## src/rtl/draw_rect_ctl_pkg.sv

```systemverilog
// Shared screen geometry, derived limits and FSM encoding for the draggable rectangle.
package draw_rect_ctl_pkg;

    localparam int DEF_SCREEN_W = 800;
    localparam int DEF_SCREEN_H = 600;
    localparam int DEF_RECT_W   = 48;
    localparam int DEF_RECT_H   = 64;
    localparam int DEF_ACCEL    = 1;
    localparam int DEF_VMAX     = 16;

    // Lowest top-left Y that keeps the rectangle fully on screen.
    localparam int DEF_FLOOR    = DEF_SCREEN_H - DEF_RECT_H;

    typedef enum logic [1:0] {
        IDLE   = 2'b00,
        FOLLOW = 2'b01,
        FALL   = 2'b10
    } state_t;

    // Clamp a 12-bit unsigned coordinate to an upper limit.
    function automatic logic [11:0] clamp12(input logic [11:0] val, input logic [11:0] lim);
        return (val > lim) ? lim : val;
    endfunction

endpackage

```

## src/rtl/draw_rect_ctl_edge_detect.sv

```systemverilog
// Rising-edge detector: one-cycle pulse on the cycle a level goes from 0 to 1.
module edge_detect (
    input  logic pclk,
    input  logic rst,
    input  logic sig,
    output logic pulse
);

    logic sig_d_reg;

    always_ff @(posedge pclk) begin
        if (rst) begin
            sig_d_reg <= 1'b0;
        end else begin
            sig_d_reg <= sig;
        end
    end

    assign pulse = sig & ~sig_d_reg;

endmodule

```

## src/rtl/draw_rect_ctl.sv

```systemverilog
// Rectangle controller: idle, follow the mouse while held, fall with gravity when released.
module draw_rect_ctl
    import draw_rect_ctl_pkg::*;
#(
    parameter int SCREEN_W = DEF_SCREEN_W,
    parameter int SCREEN_H = DEF_SCREEN_H,
    parameter int RECT_W   = DEF_RECT_W,
    parameter int RECT_H   = DEF_RECT_H,
    parameter int ACCEL    = DEF_ACCEL,
    parameter int VMAX     = DEF_VMAX
) (
    input  logic        pclk,
    input  logic        rst,
    input  logic [11:0] mouse_xpos,
    input  logic [11:0] mouse_ypos,
    input  logic        mouse_left,
    input  logic        rect_clicked,
    input  logic        vblnk,
    output logic [11:0] xpos,
    output logic [11:0] ypos,
    output logic        grabbed,
    output logic        falling
);

    localparam logic [11:0] X_MAX   = 12'(SCREEN_W - RECT_W);
    localparam logic [11:0] Y_MAX   = 12'(SCREEN_H - RECT_H);
    localparam logic [12:0] FLOOR13 = 13'(SCREEN_H - RECT_H);

    state_t      state_reg, state_next;
    logic [11:0] xpos_next, ypos_next;
    logic [4:0]  vel_reg, vel_next;
    logic        tick;
    logic [5:0]  vel_inc;
    logic [4:0]  vel_step;
    logic [12:0] fall_sum;

    edge_detect u_vblnk_edge (
        .pclk  (pclk),
        .rst   (rst),
        .sig   (vblnk),
        .pulse (tick)
    );

    // Fall arithmetic is one bit wider than its operands so nothing wraps.
    assign vel_inc  = {1'b0, vel_reg} + 6'(ACCEL);
    assign vel_step = (vel_inc > 6'(VMAX)) ? 5'(VMAX) : vel_inc[4:0];
    assign fall_sum = {1'b0, ypos} + {8'd0, vel_step};

    always_comb begin
        state_next = state_reg;
        xpos_next  = xpos;
        ypos_next  = ypos;
        vel_next   = vel_reg;
        case (state_reg)
            IDLE: begin
                if (rect_clicked && mouse_left) begin
                    state_next = FOLLOW;
                end
            end
            FOLLOW: begin
                // Release wins over a coincident frame tick.
                if (!mouse_left) begin
                    state_next = FALL;
                    vel_next   = 5'd0;
                end else if (tick) begin
                    xpos_next = clamp12(mouse_xpos, X_MAX);
                    ypos_next = clamp12(mouse_ypos, Y_MAX);
                end
            end
            FALL: begin
                // Regrab wins over a coincident fall step.
                if (rect_clicked && mouse_left) begin
                    state_next = FOLLOW;
                    vel_next   = 5'd0;
                end else if (tick) begin
                    if (fall_sum >= FLOOR13) begin
                        ypos_next  = Y_MAX;
                        vel_next   = 5'd0;
                        state_next = IDLE;
                    end else begin
                        ypos_next = fall_sum[11:0];
                        vel_next  = vel_step;
                    end
                end
            end
            default: begin
                state_next = IDLE;
            end
        endcase
    end

    always_ff @(posedge pclk) begin
        if (rst) begin
            state_reg <= IDLE;
            xpos      <= 12'd0;
            ypos      <= 12'd0;
            vel_reg   <= 5'd0;
            grabbed   <= 1'b0;
            falling   <= 1'b0;
        end else begin
            state_reg <= state_next;
            xpos      <= xpos_next;
            ypos      <= ypos_next;
            vel_reg   <= vel_next;
            grabbed   <= (state_next == FOLLOW);
            falling   <= (state_next == FALL);
        end
    end

endmodule

```

## config.mk

```make
export PLATFORM = sky130hd
export DESIGN_NAME = draw_rect_ctl
export DESIGN_NICKNAME = d
export VERILOG_FILES = /design/src/rtl/draw_rect_ctl_pkg.sv /design/src/rtl/draw_rect_ctl_edge_detect.sv /design/src/rtl/draw_rect_ctl.sv
export SDC_FILE = /design/constraint.sdc
export NUM_CORES = 1
export LEC_CHECK = 0
export ABC_AREA = 0
export CAP_MARGIN = 10
export CORE_MARGIN = 5
export CORE_UTILIZATION = 40
export DETAILED_ROUTE_END_ITERATION = 7
export HOLD_SLACK_MARGIN = 0.15
export PLACE_DENSITY = 0.68
export RECOVER_POWER = 25
export SYNTH_ARGS = -nofsm -noshare
export SYNTH_HDL_FRONTEND = slang
export SYNTH_HIERARCHICAL = 1
export SYNTH_SLANG_ARGS = --single-unit
```

## constraint.sdc

```tcl
create_clock -name pclk -period 4.8 [get_ports pclk]
set_input_delay 0.48 -clock pclk [delete_from_list [all_inputs] [get_ports pclk]]
set_output_delay 0.48 -clock pclk [all_outputs]
set_load 0.05 [all_outputs]
```

==> impl_summary.md, run 1 <==
Outcome
The run finished with clean final reports.

Detailed routing
In the final routed layout, each cell accounts on average for 14.9 um. The via count of the routed design is 2040. The routed wire length is 5440 um. The first routing iteration left 87 violations. The count of nets left with antenna violations once routing finished came out at 0. For this run, design rule violations remaining after detail routing come to 0. The average via count per standard cell is 5.57. The detailed-router iteration count before antenna repair is 4.

Power
Combinational logic burns 17.5% of the power. Of the total power, the share spent switching nets is 27.4%. The power density of the placed cells is 228 mW/mm^2.

The largest voltage drop on the vdd net is 0.162 mV. Per report_power, the clock group accounts for 35.1% of the total. The net switching power figure is 171 uW. The analysis attributes to cell leakage a power of 0.00102 uW. The internal power of the cells totals 452 uW. The part of the total power dissipated in sequential elements is 47.4%.

Setup path
The largest incremental delay on the critical path is 420 ps. For the worst setup path, the data required time is 4970 ps. The worst setup path is captured at a flip-flop. For this design, the slowest cell found on the critical path is sky130_fd_sc_hd__dfxtp_1. The arrival time at the worst endpoint is 3760 ps. The reg2reg setup slack is 1210 ps.

The maximum fanout along the worst path is 6. The worst register-to-register path begins at vel_reg[0]. The worst reg2reg path depth is 15. The category of the worst setup path launch point is a flip-flop.

The signal on the critical path passes through ha_1, nor2_1, o21ai_0, o21ai_0, nand2_1, nor2_1, ha_1, fa_1, a21oi_2, a2bb2oi_2, mux2i_1, o21a_1, o41ai_2, a2111o_1, a2111oi_2. The critical path in this run is classified as flip-flop to flip-flop. The endpoint of the lowest-slack register-to-register path is falling.

Layout
The ratio of cells with drive above 1 in the final layout is 6.42%. The number of fill cells is 473. The net count of the finished layout is 336.

The antenna cell count is 0. The post-synthesis to final-layout area growth is 33.0%.

GRT
Global routing used 29.2% of the available met2 tracks. The wire length of the first global-routing pass is 9160 um. The number of antenna violations at the first check in global routing is 0. Entering global routing, the biggest net connects 32 pins. The total overflow left after global routing is 0. The global-route met1 utilization is 21.5%. The via count of the first global-routing pass is 1985. Global routing consumed, over all layers together, 17.9% of the routing resources. The most heavily used metal layer in global routing is met2.

The met3 layer usage reported by global route is 5.81%.

Min path
The path with the worst hold slack has its endpoint at xpos[10]. The startpoint of the lowest-slack hold path is xpos[10]. The worst hold path cell count is 1. The worst min-delay path category is flip-flop to flip-flop.

Clock tree
The clock drives 34 sinks. The number of gates resized after CTS is 0. The root buffer cell chosen for the clock tree is sky130_fd_sc_hd__clkbuf_8. The CTS buffer count is 5. Clock-pin slew was measured on the worst setup and hold paths at 70 ps.

The H-tree was split into 2 levels. The clock insertion delay at the later pin of the skew report is 290 ps. No sink is reached through more buffers than the 2 on the longest clock path. The TritonCTS clock tree is built. After clock tree synthesis, the setup repair step added 0 buffers. The number of hold buffers added after CTS is 0.

Floorplanning
The area of the core is 0.00504 sq mm. The die outline height is 81.7 um. For this configuration, the core starts out at a cell density of 40.8%.

The die covers 0.00668 sq mm. Row generation in the floorplan step produced 26 rows. The count of pins on the block boundary is 55. The width of the die is 81.7 um.

Synth
During synthesis, Yosys emitted a total of 6 warnings. The post-synthesis average cell area is 8.43 sq um. The post-synthesis register bit count is 34. The number of synthesized flops with an enable pin is 0. The primary flip-flop cell chosen by synthesis mapping is sky130_fd_sc_hd__dfxtp_1. The netlist uses 54 different library cells. The proportion of register bits with asynchronous set or reset after synthesis is 0%. The part of the Yosys area used for sequential elements is 33.1%.

The net count of the mapped netlist is 285. In the synthesized netlist, the number of instances is 244. Summing every instance area after synthesis gives 0.00206 sq mm.

Timing
Setup violations remaining at the end of the flow were counted as 0. Timing would allow up to 0.279 GHz. The time the final worst path needs with I/O delays and setup is 3590 ps. Setup repair after global routing left no endpoint under its margin. The accumulated negative setup slack is 0 ps. The total count of max-transition violations in the final report is 0. At the pin with the least slew margin, the transition time is 1490 ps.

In the finished design, the share of the clock period the worst path needs comes to 74.7%. In the post-route analysis, the smallest setup slack over all paths is 1210 ps. The tightest slew margin relative to the limit is 0.897%.

The clock skew after layout is 6.04 ps. The hold violation count in the final report is 0.

Run
Across the run, the number of max-cap violations was 0.

Placed design
The number of buffers inserted by port buffering is 54. The setup slack after placement is 1250 ps. The HPWL after detailed placement is 4190 um. The last weighted congestion value of the routability-driven placer is 0.853.
-- metrics by stage --
stage                     total power, uW  area (sq um)  util, %  hold slack [ps]  cells
after CTS                             633          2740     54.3              476    366
after global placement                411          2650     52.5              466    358
after floorplan                       362          2060        -              516    244
after global routing                  653          2740     54.2              491    366
after detailed placement              412          2650     52.5              466    358
final                                 623          2740     54.2              469    366
-- per-layer routing --
metal	part of all wire, %	wire length [um]	vias up
met2	46	2520	69
met4	2.0	111	0
met1	43	2370	940
met3	8.1	438	11
met5	0	0	-
li1	-	-	1020
-- power groups by stage --
stage | combinational [uW] | sequential [uW] | clock, uW
global route | 118 | 296 | 239
floorplan | 41.8 | 320 | 0
CTS | 110 | 296 | 227
global placement | 109 | 302 | 0
finish | 109 | 296 | 219
detailed placement | 110 | 302 | 0
-- cells in the mapped netlist, types with 2 or more instances --
cell                        number  area share (%)
sky130_fd_sc_hd__xor2_1          2            0.85
sky130_fd_sc_hd__a21oi_1         9             2.2
sky130_fd_sc_hd__nand3_1        12             2.9
sky130_fd_sc_hd__a32o_1          5             2.4
sky130_fd_sc_hd__nand3b_1        3             1.1
sky130_fd_sc_hd__ha_1           11             6.7
sky130_fd_sc_hd__a22oi_1         7             2.6
sky130_fd_sc_hd__nor2b_4         2             1.3
sky130_fd_sc_hd__nand2_1        14             2.6
sky130_fd_sc_hd__a31oi_1         4             1.2
sky130_fd_sc_hd__nand2b_1        2            0.61
sky130_fd_sc_hd__buf_2           3            0.73
sky130_fd_sc_hd__a41oi_1         2            0.85
sky130_fd_sc_hd__xnor2_1         4             1.7
sky130_fd_sc_hd__nor4b_1         2            0.85
sky130_fd_sc_hd__nor2_1         30             5.5
sky130_fd_sc_hd__and3_1          5             1.5
sky130_fd_sc_hd__a21o_1          4             1.5
sky130_fd_sc_hd__nor2b_1         3            0.91
sky130_fd_sc_hd__a21oi_2         2            0.85
sky130_fd_sc_hd__clkbuf_1        8             1.5
sky130_fd_sc_hd__a211oi_1        3             1.1
sky130_fd_sc_hd__nor4_1          4             1.2
sky130_fd_sc_hd__o21a_1          2            0.73
sky130_fd_sc_hd__a41o_1          2            0.97
sky130_fd_sc_hd__o32ai_1         2            0.85
sky130_fd_sc_hd__nor3_1         11             2.7
sky130_fd_sc_hd__o21ai_0         7             1.7
sky130_fd_sc_hd__nand4_1         7             2.1
sky130_fd_sc_hd__and2_1          2            0.61
sky130_fd_sc_hd__a2111oi_2       2             1.5
sky130_fd_sc_hd__inv_1           8             1.5
sky130_fd_sc_hd__or3_1           2            0.61
sky130_fd_sc_hd__dfxtp_1        34              33
sky130_fd_sc_hd__nor3b_1         5             1.8
-- cells in the final DEF (no fill, tap or decap), types with 3 or more instances in the layout --
cell type	synthesis	layout
sky130_fd_sc_hd__nor2b_1	3	3
sky130_fd_sc_hd__nand4_1	7	7
sky130_fd_sc_hd__nand3b_1	3	3
sky130_fd_sc_hd__a31oi_1	4	4
sky130_fd_sc_hd__and3_1	5	5
sky130_fd_sc_hd__xnor2_1	4	4
sky130_fd_sc_hd__dlygate4sd3_1	0	10
sky130_fd_sc_hd__nor3_1	11	11
sky130_fd_sc_hd__a21o_1	4	4
sky130_fd_sc_hd__a211oi_1	3	3
sky130_fd_sc_hd__clkdlybuf4s50_1	0	44
sky130_fd_sc_hd__ha_1	11	11
sky130_fd_sc_hd__a32o_1	5	5
sky130_fd_sc_hd__a21oi_1	9	9
sky130_fd_sc_hd__inv_1	8	8
sky130_fd_sc_hd__a22oi_1	7	7
sky130_fd_sc_hd__nand2_1	14	14
sky130_fd_sc_hd__nor2_1	30	30
sky130_fd_sc_hd__dfxtp_1	34	34
sky130_fd_sc_hd__clkbuf_8	0	6
sky130_fd_sc_hd__nor3b_1	5	5
sky130_fd_sc_hd__nor4_1	4	4
sky130_fd_sc_hd__nand3_1	12	12
sky130_fd_sc_hd__o21ai_0	7	7
-- cell type report --
type	instances	area (sq um)	area share, %
Timing Repair Buffer	56	552	20.2
Sequential cell	34	681	24.9
Clock buffer	7	86.3	3.16
Tap cell	70	87.6	3.20
Multi-Input combinational cell	190	1290	47.3
Clock inverter	1	5.00	0.183
Inverter	8	30.0	1.10
-- worst max path at each step --
stage / cells past startpoint / endpoint / slack (ps) / from
after floorplan: 14 / falling / 1540 / vel_reg[0]
after global placement: 15 / falling / 1350 / vel_reg[0]
after detailed placement: 15 / falling / 1250 / vel_reg[0]
after CTS: 15 / falling / 1220 / vel_reg[0]
after global routing: 15 / ypos[7] / 920 / vel_reg[0]
final: 15 / falling / 1210 / vel_reg[0]
-- critical path, delay by kind of cell, from the launching register on --
| kind | cells | cell delay [ps] |
|---|---|---|
| fa+ha+maj | 3 | 910 |
| flops | 1 | 420 |
| simple gates | 3 | 190 |
| compound gates | 8 | 1730 |
| mux | 1 | 210 |
-- cells by family (layout without fill, tap and decap cells) --
family,count (synthesis),after routing,synth area share [%]
XOR/XNOR,6,6,2.55
flip-flops,34,34,33.1
AND/OR/NAND/NOR,107,107,27.6
adder cells (fa/ha/maj),12,12,7.66
AO/OA/AOI/OAI,63,63,23.9
multiplexers,2,2,1.22
buffers and inverters,20,72,4.01
(Power assumes the default switching activity.)
==> run 2, diff against run 1 <==
- clock period: 4.8 -> 3.6 ns (I/O delays scaled with it)
==> impl_summary.md, run 2 (synthesis gave the netlist of run 1 again) <==
Outcome
The flow ran to the end, and the final reports show no timing, DRC or antenna violations.

Timing
The time the final worst path needs with I/O delays and setup was 3400 ps (-182 ps). The clock skew after layout was 5.29 ps (-0.747 ps). The total count of max-transition violations in the final report was 0 (unchanged). The upper clock frequency limit is 0.294 GHz (+5.3%).

The period utilization came to 94.5% (+20 points). The final count of negative-setup-slack endpoints is 0 (unchanged). The slew at the pin with the worst max-slew slack is 1420 ps (-66.8 ps).

The hold violation count in the final report is 0 (unchanged). The tightest slew margin relative to the limit came to 5.35% (+4.5 points). The smallest setup slack after layout is 197 ps (-1020 ps).

Clock tree
The number of hold buffers added after CTS is 0 (unchanged). The clock sink total is 34 (unchanged). The clock insertion delay at the later pin of the skew report is 290 ps (about the same).

The clock root buffer is sky130_fd_sc_hd__clkbuf_8. The number of buffers on the longest clock path is 2 (unchanged). The CTS buffer count is 5 (unchanged). The number of levels the H-tree was split into was 2 (unchanged). TritonCTS built the clock tree.

The register clock-pin slew on the reported worst setup and hold paths was 70 ps (about the same).

Setup path
The signal on the critical path passes through ha_4, and3_1, nand3b_1, nand2_1, nor2_1, ha_1, fa_2, a21oi_2, a2bb2oi_2, mux2i_1, o21a_1, o41ai_4, a2111o_1, a2111oi_2. The arrival time at the worst endpoint came to 3590 ps (-170 ps). The worst setup path is launched from a flip-flop. The category of the most critical setup path is flip-flop to flip-flop. The maximum fanout along the worst path is 6 (unchanged). The worst setup path is captured at a flip-flop. The data required time of the worst path was 3780 ps (-1190 ps). The largest individual stage delay along the critical path comes from the cell sky130_fd_sc_hd__a2111o_1. The largest incremental delay on the critical path was 420 ps (about the same).

Layout
The area of the multi-input gates is 0.00133 sq mm (+2.4%). Leaving out fill and tap cells, the most frequent cells in the layout are sky130_fd_sc_hd__clkdlybuf4s50_1 (45), sky130_fd_sc_hd__dfxtp_1 (31), sky130_fd_sc_hd__nor2_1 (30), sky130_fd_sc_hd__nand2_1 (14). The count of nets after finishing is 341 (+1.5%). The footprint of the flip-flops and latches is 689 sq um (+1.3%). The ratio of cells with drive above 1 in the final layout is 9.97% (+3.5 points). The final non-filler cell area came to 0.00283 sq mm (+3.3%).

Leaving out fill and tap cells, the most frequent cell in the layout is sky130_fd_sc_hd__clkdlybuf4s50_1. The number of fill cells is 481 (+1.7%). The post-synthesis to final-layout area growth is 37.3%. The antenna cell count was 0 (unchanged).

Run
The number of maximum-capacitance constraint violations is 0 (unchanged).

Floorplanning
The width of the die came to 81.7 um (unchanged). The number of core rows is 26 (unchanged). The die outline height is 81.7 um (unchanged).

The floorplan die area came to 0.00668 sq mm (unchanged). The starting utilization of the core area is 40.8% (unchanged). The area of the core is 0.00504 sq mm (unchanged).

The count of pins on the block boundary is 55 (unchanged).

Min path
The worst min-delay path category is flip-flop to flip-flop.

Placed design
The last weighted congestion value of the routability-driven placer is 0.858 (+0.63%). The setup slack after placement is -7.06 ps (-1260 ps). The total cell area at the placement stage came to 0.00266 sq mm (+0.57%).

The HPWL after detailed placement is 4190 um (about the same). The number of buffers inserted by port buffering came to 54 (unchanged).

Power
The power density of the placed cells is 295 mW/mm^2 (+30%). The standby leakage power is 0.00105 uW (+2.7%). The largest voltage drop on the vdd net is 0.193 mV (+19%).

GRT
The wire length of the first global-routing pass came to 9100 um (-0.60%). The global-route usage over all layers is 17.6% (-0.27 points). The number of antenna violations at the first check in global routing was 0 (unchanged). The overall overflow remaining after global route is 0 (unchanged).

The via count of the first global-routing pass came to 1998 (+0.65%). The largest net degree at the start of global routing is 32 (unchanged).

Detailed routing
The top layer reached by signal wires is met4. The routed length on met3 was 523 um (+19%). The iteration-0 DRC count of the detailed router is 254 (+190%).

The per-cell routed wire length is 15.4 um (+3.6%). The via count of the routed design was 2119 (+3.9%). The routed length on met2 is 2640 um (+4.8%). The detailed-routing wirelength on met1 is 2410 um (+1.8%).

The routed wire length came to 5710 um (+5.1%). The average via count per standard cell was 5.71 (+2.5%). The count of antenna-violating nets left after detailed routing was 0 (unchanged).

The detailed-router iteration count before antenna repair is 5 (+1). The number of remaining DRC errors is 0 (unchanged).
==> run 2: final cells by class <==
type                            instances  share of cell area [%]
Clock buffer                            7                    3.06
Clock inverter                          1                   0.177
Inverter                                8                    1.06
Multi-Input combinational cell        190                    46.9
Sequential cell                        34                    24.4
Tap cell                               70                    3.10
Timing Repair Buffer                   61                    21.3
==> run 2: repair_timing <==
| item | 4_1_cts | 5_1_grt |
|---|---|---|
| endpoints found under the hold margin | 0 | 0 |
| setup endpoints to repair | 2 | 17 |
| pin swaps | 0 | 2 |
| resized for setup | 1 | 10 |
| buffers inserted | 2 | 1 |
==> run 2: metrics by stage <==
stage / TNS [ps] / total power, uW / std cells / util (%) / hold slack [ps]
after floorplan: 0 / 482 / 244 / - / 424
after global placement: 0 / 550 / 360 / 52.8 / 466
after detailed placement: -7.06 / 550 / 360 / 52.8 / 465
after CTS: 0 / 840 / 370 / 55.2 / 475
after global routing: -65.5 / 864 / 371 / 56.0 / 491
final: 0 / 834 / 371 / 56.0 / 469
==> run 2: critical path: cells and delay by family, from the launching register on <==
| family | cells | cell delay (ps) |
|---|---|---|
| AO/OA/AOI/OAI | 6 | 1480 |
| AND/OR/NAND/NOR | 4 | 450 |
| multiplexers | 1 | 210 |
| flip-flops | 1 | 390 |
| adder cells (fa/ha/maj) | 3 | 750 |
==> run 2: worst paths after layout <==
check,from,to,slack [ps],cells after the start
hold / removal,xpos[10],xpos[10],470,1
hold reg to reg,xpos[10],xpos[10],470,1
setup / recovery,vel_reg[0],falling,200,14
setup reg to reg,vel_reg[0],falling,200,14
==> run 2: per-layer routing <==
layer / vias to the layer above / global-route usage [%]
li1: 1023 / -
met1: 986 / 21.4
met2: 95 / 28.7
met3: 15 / 5.92
met4: 0 / 6.81
met5: - / 0
==> run 2: power breakdown <==
group | internal, uW | leakage (uW) | switching [uW] | total (uW)
logic | 64.4 | 0.000721 | 83.3 | 148
registers | 384 | 0.000277 | 8.51 | 393
clock network | 154 | 0.0000482 | 139 | 294
total | 603 | 0.00105 | 231 | 834
